$ cat src/rtl/ram_port_arbiter.sv
// Shares one data-RAM port between the CPU execute stage (priority) and a host requester.
// Latency: MEM_* is combinational from the requests; reads return 1 cycle later; host ACK arrives the cycle after its grant.
// Backpressure: the CPU is stalled for one cycle only on a forced host grant; the host waits at most MAX_WAIT cycles.
module ram_port_arbiter #(
  parameter int ADDR_W   = 8,
  parameter int DATA_W   = 16,
  parameter int MAX_WAIT = 4
) (
  input  logic              i_clk,
  input  logic              i_rst,
  // CPU execute-stage side
  input  logic              i_cpu_req,
  input  logic              i_cpu_wen,
  input  logic [ADDR_W-1:0] i_cpu_addr,
  input  logic [DATA_W-1:0] i_cpu_wdata,
  output logic              o_cpu_stall,
  output logic [DATA_W-1:0] o_cpu_rdata,
  output logic              o_cpu_rvalid,
  // host / debug side
  input  logic              i_host_req,
  input  logic              i_host_wen,
  input  logic [ADDR_W-1:0] i_host_addr,
  input  logic [DATA_W-1:0] i_host_wdata,
  output logic              o_host_ack,
  output logic [DATA_W-1:0] o_host_rdata,
  // RAM macro side
  output logic [ADDR_W-1:0] o_mem_addr,
  output logic [DATA_W-1:0] o_mem_wdata,
  output logic              o_mem_wen,
  input  logic [DATA_W-1:0] i_mem_rdata
);

  localparam int              CNT_W   = (MAX_WAIT < 1) ? 1 : $clog2(MAX_WAIT + 1);
  localparam logic [CNT_W-1:0] CNT_MAX = CNT_W'(MAX_WAIT);

  typedef enum logic {
    ARB    = 1'b0,
    H_DONE = 1'b1
  } arb_state_t;

  arb_state_t       r_fsm;
  logic [CNT_W-1:0] r_wait_cnt;
  logic             r_cpu_rd_q;
  logic             r_host_rd_q;

  logic w_run;
  logic w_host_elig;
  logic w_force;
  logic w_gnt_h;
  logic w_gnt_c;

  // While reset is held nothing may reach the RAM, so every grant is qualified by w_run.
  assign w_run       = ~i_rst;

  // The host is only considered in ARB; in H_DONE it is still holding the request it was just granted.
  assign w_host_elig = w_run & (r_fsm == ARB) & i_host_req;
  assign w_force     = w_host_elig & (r_wait_cnt == CNT_MAX);
  assign w_gnt_h     = w_host_elig & (~i_cpu_req | w_force);
  assign w_gnt_c     = w_run & i_cpu_req & ~w_gnt_h;

  // RAM port mux: granted requester drives the port; when idle, CPU fields pass through with writes blocked.
  always_comb begin
    o_mem_addr  = i_cpu_addr;
    o_mem_wdata = i_cpu_wdata;
    o_mem_wen   = 1'b0;
    if (w_gnt_h) begin
      o_mem_addr  = i_host_addr;
      o_mem_wdata = i_host_wdata;
      o_mem_wen   = i_host_wen;
    end else if (w_gnt_c) begin
      o_mem_wen   = i_cpu_wen;
    end
  end

  // A CPU stall can only come from the host winning while the CPU also asked.
  assign o_cpu_stall  = i_cpu_req & w_gnt_h;

  assign o_cpu_rvalid = r_cpu_rd_q;
  assign o_cpu_rdata  = i_mem_rdata;

  assign o_host_ack   = (r_fsm == H_DONE);
  assign o_host_rdata = r_host_rd_q ? i_mem_rdata : '0;

  // Arbitration state: a host grant is followed by exactly one completion cycle.
  always_ff @(posedge i_clk or posedge i_rst) begin
    if (i_rst) begin
      r_fsm <= ARB;
    end else begin
      case (r_fsm)
        ARB:     if (w_gnt_h) r_fsm <= H_DONE;
        H_DONE:  r_fsm <= ARB;
        default: r_fsm <= ARB;
      endcase
    end
  end

  // Starvation counter: counts host cycles lost to the CPU, saturating at the force threshold.
  always_ff @(posedge i_clk or posedge i_rst) begin
    if (i_rst) begin
      r_wait_cnt <= '0;
    end else if (w_gnt_h) begin
      r_wait_cnt <= '0;
    end else if ((r_fsm == ARB) && !i_host_req) begin
      r_wait_cnt <= '0;
    end else if (w_host_elig && (r_wait_cnt != CNT_MAX)) begin
      r_wait_cnt <= r_wait_cnt + 1'b1;
    end
  end

  // Read-in-flight flags line up the 1-cycle RAM read data with the right requester.
  always_ff @(posedge i_clk or posedge i_rst) begin
    if (i_rst) begin
      r_cpu_rd_q  <= 1'b0;
      r_host_rd_q <= 1'b0;
    end else begin
      r_cpu_rd_q  <= w_gnt_c & ~i_cpu_wen;
      r_host_rd_q <= w_gnt_h & ~i_host_wen;
    end
  end

endmodule
$ cat config.mk
export PLATFORM = sky130hd
export DESIGN_NAME = ram_port_arbiter
export DESIGN_NICKNAME = d
export VERILOG_FILES = /design/src/rtl/ram_port_arbiter.sv
export SDC_FILE = /design/constraint.sdc
export NUM_CORES = 1
export LEC_CHECK = 0
export BUFFER_PORTS_ARGS = -buffer_cell sky130_fd_sc_hd__clkbuf_2
export CAP_MARGIN = 20
export CORE_MARGIN = 2
export CORE_UTILIZATION = 32
export CTS_BUF_LIST = sky130_fd_sc_hd__clkbuf_16
export DETAILED_ROUTE_END_ITERATION = 7
export HOLD_SLACK_MARGIN = 0.15
export PLACE_DENSITY = 0.95
export SLEW_MARGIN = 10
export SYNTH_ARGS = -nofsm -noshare
export SYNTH_HDL_FRONTEND = slang
export SYNTH_SLANG_ARGS = --single-unit
$ cat constraint.sdc
create_clock -name i_clk -period 3 [get_ports i_clk]
set_input_delay 0.45 -clock i_clk [delete_from_list [all_inputs] [get_ports i_clk]]
set_output_delay 0.45 -clock i_clk [all_outputs]
set_load 0.03 [all_outputs]
# --- Yosys cells after proc, flatten, opt, wreduce, memory -nomap -nowiden ---
# Cells that the tools add are included.
word_totals:
  ramBits: 0
  romBits: 0
  elab_cells: 37
  latchBits: 0
  ff_bits: 6
  input_bits: 70
  memories: 0
  out_inout_bits: 60
classes:
  mux: 10
  mul: 0
  eq_ne: 2
  magnitude_cmp: 0
  reduce_logical: 4
  bitwise_logic: 16
  shift: 0
  add_sub_neg: 1
  n_div: 0
ops:
  columns: ["cell", "n"]
  rows:
  - ["2-to-1 mux 16 bit", 2]
  - ["bitwise AND 1 bit", 9]
  - ["2-to-1 mux 3 bit", 3]
  - ["2-to-1 mux 8 bit", 1]
  - ["NOT 1 bit", 6]
  - ["adder 3 x 1 -> 3 bit (second input constant)", 1]
  - ["== test 3 bit (second input constant)", 1]
  - ["2-to-1 mux 1 bit", 3]
  - ["inequality test 3 bit (second input constant)", 1]
  - ["nonzero test 3 bit", 1]
  - ["logical AND 1 bit", 2]
  - ["case mux 1 bit (2 select lines)", 1]
  - ["zero test 1 bit", 1]
  - ["bitwise OR 1 bit", 1]

# --- Longest topological paths before layout ---
depth:
  word_depth: 10
  mapped_depth: 7
  mapped_depth_nobuf: 5

# --- Worst setup path before layout ---
# Ideal clock, no wire load.
synth_timing:
  kind: "reg-to-output"
  startpoint: "register r_wait_cnt[0]"
  endpoint: "output o_mem_wdata[0]"
  stages_incl_launch_ff: 7
  path_buffers: 1
  required_time_ns: 2.550
  t_arrival_ns: 1.576
  setup_slack_ns: 0.974
  path_cell_list: "dfrtp_1 -> inv_1 -> ha_1 -> a21boi_2 -> and3b_1 -> buf_2 -> mux2_1"
synth_via:
  elab_chain_len: 5
synth_lines:
  columns: ["item", "line_no", "rtl"]
  rows:
  - ["start, declared", "42", "logic [CNT_W-1:0] r_wait_cnt;"]
  - ["start signal, assigned", "106", "r_wait_cnt <= r_wait_cnt + 1'b1;"]
  - ["== test 3 bit", "57", "assign w_force = w_host_elig & (r_wait_cnt == CNT_MAX);"]
  - ["bitwise AND 1 bit", "57", null]
  - ["bitwise OR 1 bit", "58", "assign w_gnt_h = w_host_elig & (~i_cpu_req | w_force);"]
  - ["bitwise AND 1 bit", "58", null]
  - ["2-to-1 mux 16 bit", "66", "if (w_gnt_h) begin"]
  - ["end, declared", "28", "output logic [DATA_W-1:0] o_mem_wdata,"]
# No other way between the ends.

# --- Worst setup path after layout ---
layout_timing:
  startpoint: "register r_wait_cnt[0]"
  endpoint: "output o_mem_addr[0]"
layout_via:
  elab_chain_len: 5
layout_lines:
  columns: ["item", "line_no", "rtl"]
  rows:
  - ["== test 3 bit", "57", null]
  - ["bitwise AND 1 bit", "57", null]
  - ["bitwise OR 1 bit", "58", null]
  - ["bitwise AND 1 bit", "58", null]
  - ["2-to-1 mux 8 bit", "66", null]
  - ["end, declared", "27", "output logic [ADDR_W-1:0] o_mem_addr,"]
# No other way between the ends.

==> summary.txt <==
Clock tree
  • Number of buffers created by CTS: 3
  • Clk Latency, worst-skew pair: 230 ps
  • CTS resizes: 0
  • Root Buffer: clkbuf_16
  • CTS tree: built
  • Clock Pin Slew Worst Setup and Hold Paths: 30 ps
  • Clock tree sinks: 6
  • Clock tree buffer depth: 2
  • CTS Hold Bufs: 0
  • Post-CTS setup buffers: 0
  • CTS H-tree depth: 1

Floorplan
  • Die extent in y: 55.9 um
  • Core ar.: 0.00252 sq mm
  • Initial core utilization: 34.2%
  • Die area: 0.00313 sq mm
  • Row count: 18
  • Die X: 55.9 um
  • I/O pin total: 130

Power
  • Peak VDD IR: 0.551 mV
  • Leakage: 0.907 nW
  • Power density over cell area: 352 mW/mm^2

Timing
  • Slew HR: 75.8%
  • Final Skew: 0.181 ps
  • Final Cycle Share: 87.6%
  • Setup violations, final: 0
  • Max Freq: 0.381 GHz
  • Min Hold Slack: 180 ps
  • Final Max Slew Viols: 0
  • TNS Setup: 0 ps
  • RSZ-0062 raised after global routing: no
  • Worst Tran Pin Value: 363 ps
  • Final Hold Fails: 0
  • Worst setup margin: 373 ps
  • Minimum clock period: 2630 ps

Final layout
  • Number of fill cells: 237
  • End-of-flow core utilization: 59.1%
  • Synth-to-layout area growth: 72.6%
  • # diodes: 0
  • Layout cells sized above 1: 74.1%
  • Number of nets in the layout: 279
  • Fin area: 0.00149 sq mm

Routing
  • DRT Pass-1 Iters: 4
  • Detail-routed via count per cell: 4.54
  • WL/cell: 13.4 um
  • Final ANT Viol Nets: 0
  • DRC violations left: 0
  • DRT iter0 DRCs: 24
  • Routed wire length: 3150 um
  • Routed vias: 1,068

Synthesis
  • Ys Warns: 0
  • Syn_area_per_cell: 9.38 sq um
  • Post-synthesis cell type count: 23
  • Syn nets: 164
  • Cell count after synthesis: 92
  • Cell Area, Synth: 863 sq um
  • Register bit count reported by yosys: 6
  • Seq/Total Area, Yosys: 17.4%

Hold path
  • Worst hold path class: in -> async

Placed design
  • Placed cell area: 0.00142 sq mm
  • Routability cong.: 0.804
  • Pre-CTS WS: 616 ps
  • Port Buffers: 129
  • Post-DP HPWL: 2690 um

Worst setup path
  • CP arrival: 2180 ps
  • CP required: 2550 ps
  • Critical path class: reg -> out
  • Crit end category: primary output
  • Crit path launch type: register
  • Worst-path maximum fanout: 23

Run status
  • Status: finished clean

Flow run
  • Max-cap violations: 0

Global route
  • Gr usage total: 19.9%
  • Overflow after GRT: 0
  • Largest net degree at the start of global routing: 24
  • Initial antenna violation count: 0
  • Vias in the first global route: 1,094
  • Global-route wire length before repair: 4870 um
## cell type report
cell class / instances / area (sq um) / area share, %
Clock buffer: 3 / 75.1 / 5.04
Inverter: 5 / 18.8 / 1.26
Multi-Input combinational cell: 61 / 543 / 36.4
Sequential cell: 6 / 150 / 10.1
Tap cell: 30 / 37.5 / 2.52
Timing Repair Buffer: 130 / 666 / 44.7
## state kept, by name (all words and copies together) (netlist names)
register	count
o_host_ack	1
r_host_rd_q	1
o_cpu_rvalid	1
r_wait_cnt	3
## layer usage
metal  global-route usage [%]  part of all wire (%)  routed length [um]
met4                     7.82                   2.0                  62
met1                     18.5                    34                1070
met2                     42.0                    55                1740
met3                     2.79                   8.9                 280
met5                        0                     0                   0
## cells in the mapped netlist
cell	instances	area share, %
a21boi_2	1	1.3
a21o_1	1	0.87
a31oi_1	1	0.73
and2_1	17	12
and3_1	1	0.73
and3b_1	1	1.0
buf_2	1	0.58
buf_4	16	14
buf_6	2	2.6
clkbuf_1	1	0.43
dfrtp_1	6	17
ha_1	2	2.9
inv_1	5	2.2
mux2_1	8	10
mux2_2	11	14
mux2_4	6	10
nand2_1	4	1.7
nand3_1	1	0.58
nor2_1	1	0.43
nor2b_1	1	0.73
nor3b_1	1	0.87
nor4b_2	1	1.7
o21ai_0	3	1.7
## layout by cell type, fill, tap and decap left out
master,netlist,final
a21boi_2,1,1
a21o_1,1,1
a31oi_1,1,1
and2_1,17,17
and3_1,1,1
and3b_1,1,1
buf_12,0,1
clkbuf_16,0,3
clkbuf_2,0,129
dfrtp_1,6,6
ha_1,2,2
inv_1,5,5
mux2_1,8,8
mux2_2,11,11
mux2_4,6,6
nand2_1,4,4
nand3_1,1,1
nor2_1,1,1
nor2b_1,1,1
nor3b_1,1,1
nor4b_2,1,1
o21ai_0,3,3
## report_power, final
group / internal [mW] / switching, mW / leakage [nW]
Sequential: 0.0842 / 0.00299 / 0.0820
Clock: 0.171 / 0.0436 / 0.0370
Combinational: 0.0884 / 0.135 / 0.789
Total: 0.344 / 0.182 / 0.907
## final timing paths
kind / endpoint / slack [ps] / startpoint / cells past startpoint
worst max-delay path: o_mem_addr[0] / 370 / r_wait_cnt[0]$_DFFE_PP0P_ / 7
worst min-delay path: o_cpu_rvalid$_DFF_PP0_ / 180 / i_rst / 2
worst max register to register: o_cpu_rvalid$_DFF_PP0_ / 1350 / r_wait_cnt[0]$_DFFE_PP0P_ / 6
worst min register to register: r_wait_cnt[0]$_DFFE_PP0P_ / 530 / r_wait_cnt[0]$_DFFE_PP0P_ / 1
max in group asynchronous: o_host_ack$_DFF_PP0_ / 2620 / i_rst / 2
min in group i_clk: r_host_rd_q$_DFF_PP0_ / 390 / i_host_wen / 2
## critical path, stage by stage, from the launching register on
cell and delay, ps:
dfrtp_1 400, inv_1 70, ha_1 190, a21boi_2 80, and3b_1 440, buf_12 230, mux2_2 350, clkbuf_2 190
## logic make-up after synthesis
group                    Yosys count  share of synthesized area [%]
flip-flops                         6                           17.4
AO/OA/AOI/OAI                      6                           4.64
buffers and inverters             25                           19.7
adder cells (fa/ha/maj)            2                           2.90
multiplexers                      25                           35.2
AND/OR/NAND/NOR                   28                           20.1
## per-stage QoR
step	std cells	power (mW)
finish	235	0.525
global route	235	0.548
CTS	235	0.529
detailed placement	232	0.311
global placement	232	0.308
floorplan	92	0.237
(Power assumes the default switching activity.)
